[src/rtl/muldiv_unit.sv]
// muldiv_unit: iterative MULT/MULTU/DIV/DIVU engine with architectural HI/LO.
// Multiplies retire MUL_BITS multiplier bits per cycle (shift-add). Divides use a
// restoring algorithm that produces one quotient bit per cycle. A final FIX cycle
// applies the sign correction and commits HI/LO. mthi/mtlo and flush abort any
// in-flight operation.
module muldiv_unit #(
    parameter int WIDTH    = 32,
    parameter int MUL_BITS = 4
) (
    input  logic             clk,
    input  logic             reset,
    input  logic             start,
    input  logic [1:0]       op,
    input  logic [WIDTH-1:0] srca,
    input  logic [WIDTH-1:0] srcb,
    input  logic             flush,
    input  logic             mthi,
    input  logic             mtlo,
    input  logic [WIDTH-1:0] wdata,
    output logic             busy,
    output logic             done,
    output logic [WIDTH-1:0] hi,
    output logic [WIDTH-1:0] lo
);

    localparam int CNT_W = (WIDTH > 1) ? $clog2(WIDTH) : 1;

    localparam logic [1:0] IDLE = 2'd0;
    localparam logic [1:0] MUL  = 2'd1;
    localparam logic [1:0] DIV  = 2'd2;
    localparam logic [1:0] FIX  = 2'd3;

    localparam logic [CNT_W-1:0]   MUL_LAST = CNT_W'(WIDTH / MUL_BITS - 1);
    localparam logic [CNT_W-1:0]   DIV_LAST = CNT_W'(WIDTH - 1);
    localparam logic [CNT_W-1:0]   CNT_ONE  = CNT_W'(1);
    localparam logic [WIDTH-1:0]   ONE_W    = WIDTH'(1);
    localparam logic [2*WIDTH-1:0] ONE_2W   = (2 * WIDTH)'(1);

    logic [1:0]       state;
    logic [CNT_W-1:0] iterCnt;
    logic [WIDTH-1:0] workHi;    // MUL: running upper product; DIV: partial remainder
    logic [WIDTH-1:0] workLo;    // MUL: multiplier / low product; DIV: dividend -> quotient
    logic [WIDTH-1:0] operand;   // MUL: |multiplicand|; DIV: |divisor|
    logic [WIDTH-1:0] rawA;      // unmodified dividend for the divide-by-zero result
    logic             opDiv;
    logic             negResult;
    logic             negRem;
    logic             divZero;
    logic [WIDTH-1:0] hiReg;
    logic [WIDTH-1:0] loReg;
    logic             doneReg;

    logic                      signedOp;
    logic                      negA;
    logic                      negB;
    logic [WIDTH-1:0]          magA;
    logic [WIDTH-1:0]          magB;
    logic                      abort;
    logic [MUL_BITS-1:0]       digit;
    logic [WIDTH+MUL_BITS-1:0] partial;
    logic [WIDTH:0]            shifted;
    logic                      geq;
    logic [WIDTH-1:0]          divDiff;
    logic [2*WIDTH-1:0]        prodOut;
    logic [WIDTH-1:0]          quotOut;
    logic [WIDTH-1:0]          remOut;

    assign busy = (state != IDLE);
    assign done = doneReg;
    assign hi   = hiReg;
    assign lo   = loReg;

    // Operand magnitudes and per-iteration datapath for both algorithms
    always_comb begin
        signedOp = ~op[0];
        negA     = signedOp & srca[WIDTH-1];
        negB     = signedOp & srcb[WIDTH-1];
        // Read as unsigned, the W-bit negation of the most-negative value is its
        // exact magnitude, so no extra bit is needed to hold it.
        magA     = negA ? (~srca + ONE_W) : srca;
        magB     = negB ? (~srcb + ONE_W) : srcb;
        abort    = flush | mthi | mtlo;

        digit   = workLo[MUL_BITS-1:0];
        partial = {{MUL_BITS{1'b0}}, workHi}
                + ({{MUL_BITS{1'b0}}, operand} * {{WIDTH{1'b0}}, digit});

        shifted = {workHi, workLo[WIDTH-1]};
        geq     = (shifted >= {1'b0, operand});
        // When geq holds the true difference is below the divisor, so W bits suffice.
        divDiff = shifted[WIDTH-1:0] - operand;

        prodOut = negResult ? (~{workHi, workLo} + ONE_2W) : {workHi, workLo};
        quotOut = negResult ? (~workLo + ONE_W) : workLo;
        remOut  = negRem ? (~workHi + ONE_W) : workHi;
    end

    // Sequencer, iteration datapath and HI/LO commit
    always_ff @(posedge clk or negedge reset) begin
        if (!reset) begin
            state     <= IDLE;
            iterCnt   <= '0;
            workHi    <= '0;
            workLo    <= '0;
            operand   <= '0;
            rawA      <= '0;
            opDiv     <= 1'b0;
            negResult <= 1'b0;
            negRem    <= 1'b0;
            divZero   <= 1'b0;
            hiReg     <= '0;
            loReg     <= '0;
            doneReg   <= 1'b0;
        end else begin
            doneReg <= 1'b0;
            if (mthi) hiReg <= wdata;
            if (mtlo) loReg <= wdata;

            if (abort) begin
                state <= IDLE;
            end else begin
                case (state)
                    IDLE: begin
                        if (start) begin
                            opDiv     <= op[1];
                            negResult <= negA ^ negB;
                            negRem    <= negA;
                            divZero   <= (srcb == '0);
                            rawA      <= srca;
                            workHi    <= '0;
                            if (op[1]) begin
                                state   <= DIV;
                                iterCnt <= DIV_LAST;
                                workLo  <= magA;
                                operand <= magB;
                            end else begin
                                state   <= MUL;
                                iterCnt <= MUL_LAST;
                                workLo  <= magB;
                                operand <= magA;
                            end
                        end
                    end
                    MUL: begin
                        workHi  <= partial[WIDTH+MUL_BITS-1:MUL_BITS];
                        workLo  <= {partial[MUL_BITS-1:0], workLo[WIDTH-1:MUL_BITS]};
                        iterCnt <= iterCnt - CNT_ONE;
                        if (iterCnt == '0) state <= FIX;
                    end
                    DIV: begin
                        workHi  <= geq ? divDiff : shifted[WIDTH-1:0];
                        workLo  <= {workLo[WIDTH-2:0], geq};
                        iterCnt <= iterCnt - CNT_ONE;
                        if (iterCnt == '0) state <= FIX;
                    end
                    default: begin
                        if (opDiv) begin
                            if (divZero) begin
                                loReg <= '1;
                                hiReg <= rawA;
                            end else begin
                                loReg <= quotOut;
                                hiReg <= remOut;
                            end
                        end else begin
                            {hiReg, loReg} <= prodOut;
                        end
                        doneReg <= 1'b1;
                        state   <= IDLE;
                    end
                endcase
            end
        end
    end

endmodule
[config.mk]
export PLATFORM = sky130hd
export DESIGN_NAME = muldiv_unit
export DESIGN_NICKNAME = d
export VERILOG_FILES = /design/src/rtl/muldiv_unit.sv
export SDC_FILE = /design/constraint.sdc
export NUM_CORES = 1
export LEC_CHECK = 0
export ABC_AREA = 1
export CAP_MARGIN = 20
export CORE_MARGIN = 10
export CORE_UTILIZATION = 55
export DETAILED_ROUTE_END_ITERATION = 10
export HOLD_SLACK_MARGIN = 0.12
export PLACE_DENSITY = 0.87
export SLEW_MARGIN = 20
export SYNTH_ARGS = -nofsm -noshare
export SYNTH_HDL_FRONTEND = slang
export SYNTH_SLANG_ARGS = --single-unit
[constraint.sdc]
create_clock -name clk -period 4.5 [get_ports clk]
set_input_delay 0.9 -clock clk [delete_from_list [all_inputs] [get_ports clk]]
set_output_delay 0.9 -clock clk [all_outputs]
set_load 0.005 [all_outputs]
## Yosys cells after proc, flatten, opt, wreduce, memory -nomap -nowiden

Cells that the tools add are included.
W data, S select, Z words.

| word-level totals | value |
|---|---|
| bits in registers | 204 |
| input bits | 104 |

| cells by class | value |
|---|---|
| $add $sub $neg | 8 |
| mux-type cells | 32 |
| multiply operators | 1 |
| reduce and logical (&&, ||, !) cells | 12 |
| bitwise logic cells | 12 |
| equality and inequality tests | 5 |
| magnitude comparators | 1 |

Operator list:

| cell | number |
|---|---|
| $mux W32 | 19 |
| $pmux W32 S3 | 2 |
| $add A32 B1 Y32 const B | 4 |
| $not A32 Y32 | 4 |
| $add A64 B1 Y64 const B | 1 |
| $mux W64 | 1 |
| $not A64 Y64 | 1 |
| $add A32 B36 Y36 | 1 |
| $mul A32 B4 Y36 | 1 |
| $ge A33 B32 Y1 | 1 |
| $logic_not A32 Y1 | 1 |
| $sub A32 B32 Y32 | 1 |
| $mux W5 | 2 |
| $pmux W5 S2 | 1 |
| $reduce_and A3 Y1 | 3 |
| $mux W2 | 4 |
| $logic_not A5 Y1 | 1 |
| $sub A5 B1 Y5 const B | 1 |
| $pmux W2 S2 | 1 |
| $reduce_bool A2 Y1 | 2 |
| $ne A3 B1 Y1 const B | 1 |
| $ne A3 B3 Y1 const B | 1 |
| $reduce_bool A3 Y1 | 1 |
| $reduce_or A3 Y1 | 1 |
| 11 further kinds | 15 |

## Depth between registers and ports, before layout

| depth | value |
|---|---|
| depth after elaboration | 7 |
| gate-level depth with buffers | 25 |

## Worst setup path before layout

OpenSTA, ideal clock, no wires.

| timing | value |
|---|---|
| kind | reg2reg |
| from | register workLo[2] |
| to | register workHi[29] |
| stages on the path, launching flop included | 24 |
| required time | 4,383 ps |
| path buffers | 2 |
| path slack | 573 ps |
| library setup time | 117 ps |
| arrival time | 3,811 ps |
| clock period less this slack | 3,927 ps |
| cell sequence | dfrtp_1 -> buf_2 -> buf_1 -> nand2_1 -> inv_1 -> fa_1 -> fa_1 -> inv_1 -> fa_1 -> inv_1 -> ha_1 -> nand2_1 -> nand2_1 -> or2_2 -> nand2_1 -> nand2_1 -> nand3_1 -> nand2_1 -> nand2_1 -> nand3_1 -> nand3_1 -> nand2_1 -> nand2_1 -> nand2_1 |

| on the way | value |
|---|---|
| word-level cells in the longest chain between the ends | 3 |

Ends and longest elaborated chain:

| item | line | RTL |
|---|---|---|
| start, declared | 42 | `logic [WIDTH-1:0] workLo;` |
| start signal, assigned | 134 | `workLo <= magA;` |
| start signal, assigned | 139 | `workLo <= magB;` |
| start signal, assigned | 146 | `workLo <= {partial[MUL_BITS-1:0], workLo[WIDTH-1:MUL_BITS]};` |
| $mul A32 B4 Y36 | 86 | `+ ({{MUL_BITS{1'b0}}, operand} * {{WIDTH{1'b0}}, digit});` |
| $add A32 B36 Y36 | 86 |  |
| $pmux W32 S3 | 122 | `case (state)` |
| end signal, assigned | 145 | `workHi <= partial[WIDTH+MUL_BITS-1:MUL_BITS];` |
| end signal, assigned | 151 | `workHi <= geq ? divDiff : shifted[WIDTH-1:0];` |
| end, declared | 41 | `logic [WIDTH-1:0] workHi;` |

Every way passes these cells.
A chain may end at the register's enable or synchronous reset.

## Worst setup path after layout

| timing | value |
|---|---|
| from | register workLo[3] |
| to | register workHi[31] |

Same word-level chain as after synthesis.

==> results.py <==
metrics = {
    "outcome": {
        "status": "finished clean",
    },
    "layout": {
        "design_area_sq_mm": 0.0272,
        "layout_common_cells": "nand2_1 (1,315), inv_1 (679), nor2_1 (334), nand3_1 (317), dfrtp_1 (203)",
        "diodes": 0,
        "final_nets": 4357,
        "syn_to_final_growth_pct": 14.7,
        "layout-drive-gt1-share": 0.0515,
        "mostFrequentLayoutCell": "nand2_1",
        "fillCellCount": 4172,
    },
    "synthesis": {
        "synthCells": 3914,
        "ys_seq_elements": 204,
        "netlist_area_sq_mm": 0.0237,
        "synth_cell_type_count": 54,
        "yosys_warnings": 0,
        "yosysSeqAreaShare": 0.215,
        "synth_edf_count": 0,
        "syn_nets": 4196,
        "ys_async_sr_fraction": 1.00,
        "ys.flop_type": "dfrtp_1",
        "syn_area_per_cell_sq_um": 6.06,
    },
    "power": {
        "sw_frac_of_total": 0.511,
        "p_seq_frac": 0.223,
        "comb_power_share": 0.592,
        "p_sw_w": 0.00586,
        "power.share.clock": 0.184,
        "p_int_w": 0.00561,
        "power_leakage_nw": 15.2,
        "peakVddDrop_uv": 317,
        "power.density_mw_per_mm2": 422,
    },
    "clock_tree": {
        "cts_max_path_buffers": 3,
        "cts_num_sinks": 204,
        "htreeDepth": 1,
        "clock_latency_ps": 580,
        "ctsHoldBuffers": 0,
        "clockRootBuffer": "clkbuf_16",
        "clkSlewWorstSetupHoldPaths_ps": 60,
        "cts-buffers-inserted": 26,
        "cts_tree": "yes",
    },
    "place": {
        "postPlaceCellArea_sq_mm": 0.0264,
        "io_buffers": 169,
        "post-dp-hpwl_um": 89100,
        "gp_congestion": 1.10,
    },
    "floorplan": {
        "io_pins": 170,
        "initial_utilization": 0.553,
        "die_y_um": 228,
        "num_rows": 76,
        "die-area_sq_mm": 0.0518,
        "die_w_um": 228,
        "core_area_sq_mm": 0.0429,
    },
    "detailed_routing": {
        "ant_nets": 0,
        "viasPerCell": 5.87,
        "via_count": 27472,
        "drcViolationCount": 0,
        "routed_wirelength_um": 109000,
        "drt-initial-drc-count": 4054,
        "drt_pass1_iterations": 7,
        "wire_per_inst_um": 23.3,
    },
    "global_route": {
        "grt_max_degree": 95,
        "grt_usage": 0.413,
        "grt_pass1_wl_um": 159000,
        "grt-ovfl-total": 0,
        "antenna_found_initial": 1,
        "grt_pass1_vias": 25176,
    },
    "sta": {
        "setup_viol": 0,
        "period_share": 0.964,
        "min_period_ps": 4340,
        "rsz0062_at_grt": "no",
        "hold_viol": 0,
        "fin_tns_setup_ps": 0,
        "tightest_slew_ps": 985,
        "drv_slew": 0,
        "skew_ps": 17.3,
        "max-slew-margin-rel": 0.343,
        "fmax_mhz": 231,
    },
    "worst_setup_path": {
        "cp-end-kind": "flip-flop",
        "startpoint_type": "flip-flop",
        "cp_max_fo": 30,
        "cp.arrival_ps": 4800,
        "rrSetupSlack_ps": 160,
        "timing.rr.start": "workLo[3]",
        "worst-endpoint-required_ps": 4960,
        "rr_worst_depth": 22,
        "reg2reg_to": "workHi[31]",
        "crit_type": "reg -> reg",
    },
    "hold_path": {
        "hp-class": "in -> async",
    },
    "flow_run": {
        "drv_cap": 0,
    },
}
## Yosys cell counts (26+ instances only)
library cell	number	area [sq um]
ha_1	86	1080
xor2_1	79	692
nand2_1	1316	4940
o22ai_1	33	206
inv_1	679	2550
clkbuf_1	83	312
fa_1	92	1840
nor2_1	335	1260
dfrtp_1	204	5100
a21oi_1	143	716
nand3_1	318	1590
o21ai_0	168	841
nor3_1	26	130
nand4_1	41	257
o211ai_1	30	225
buf_2	28	140
## worst max-delay path by stage
stage / startpoint / end / slack, ps / cells past startpoint
final: workLo[3] / workHi[31] / 160 / 22
after global routing: workLo[3] / workHi[22] / 8 / 23
after CTS: workLo[3] / workHi[27] / 260 / 21
after detailed placement: workLo[3] / workHi[27] / 270 / 21
after global placement: workLo[3] / workHi[27] / 320 / 21
after floorplan: workLo[2] / workHi[29] / 570 / 23
## routing by layer
| layer | track usage | wire length (um) |
|---|---|---|
| met1 | 0.566 | 43100 |
| met4 | 0.200 | 6240 |
| met2 | 0.560 | 42400 |
| met3 | 0.154 | 17400 |
| met5 | 0 | 11 |
## worst max-delay path, cell delays in order, from the launching register on
cell,delay (ps)
dfrtp_1,410
buf_12,180
nand2_1,80
inv_1,70
fa_1,510
fa_1,570
inv_1,60
fa_1,490
inv_1,40
ha_1,380
nand2_1,120
nor2_1,220
nand2_1,80
inv_1,140
nand4_1,150
nand3_1,220
nand2_1,120
nand2_1,80
nand2_1,40
nand3_1,70
nand2_1,60
nand2_1,50
nand2_1,50
## power groups by stage
stage                     Clock (W)  Combinational [W]  Sequential [W]
after CTS                   0.00209            0.00653         0.00252
after global placement            0            0.00643         0.00254
final                       0.00212            0.00680         0.00256
after global routing        0.00216            0.00745         0.00257
after floorplan                   0            0.00417         0.00234
after detailed placement          0            0.00649         0.00255
## stage by stage
stage	instances	hold slack (ps)	setup WS, ps	utilization	power, W
after floorplan	3914	443	573	-	0.00651
after detailed placement	4632	474	268	0.615	0.00903
final	4679	424	162	0.634	0.0115
after global placement	4632	469	319	0.615	0.00897
after CTS	4679	452	262	0.634	0.0111
after global routing	4679	484	7.58	0.634	0.0122
## repair_timing
item / in CTS / in global routing
endpoints found under the hold margin: 0 / 0
setup endpoints to repair: 0 / 2
resized for setup: 0 / 2
buffers inserted: 0 / 0
## cell type report
| type | instances | area [sq um] | area share |
|---|---|---|---|
| Clock inverter | 11 | 110 | 0.00405 |
| Tap cell | 585 | 732 | 0.0269 |
| Inverter | 702 | 2640 | 0.0968 |
| Timing Repair Buffer | 267 | 2490 | 0.0916 |
| Multi-Input combinational cell | 2874 | 15400 | 0.566 |
| Clock buffer | 36 | 738 | 0.0271 |
| Sequential cell | 204 | 5110 | 0.188 |
## state kept, by name (all words and copies together) (netlist names)
register,count
lo,32
hi,32
negRem,1
done,1
state,2
workHi,32
negResult,1
operand,32
rawA,32
divZero,1
opDiv,1
workLo,32
iterCnt,5
## cells by family after synthesis
| family | count (synthesis) | synth area share |
|---|---|---|
| compound gates | 494 | 0.122 |
| xor+xnor | 94 | 0.0347 |
| simple gates | 2103 | 0.367 |
| fa+ha+maj | 178 | 0.123 |
| mux | 5 | 0.00211 |
| flops | 204 | 0.215 |
| buf+inv | 836 | 0.136 |
Power figures use the tool's default switching activity.
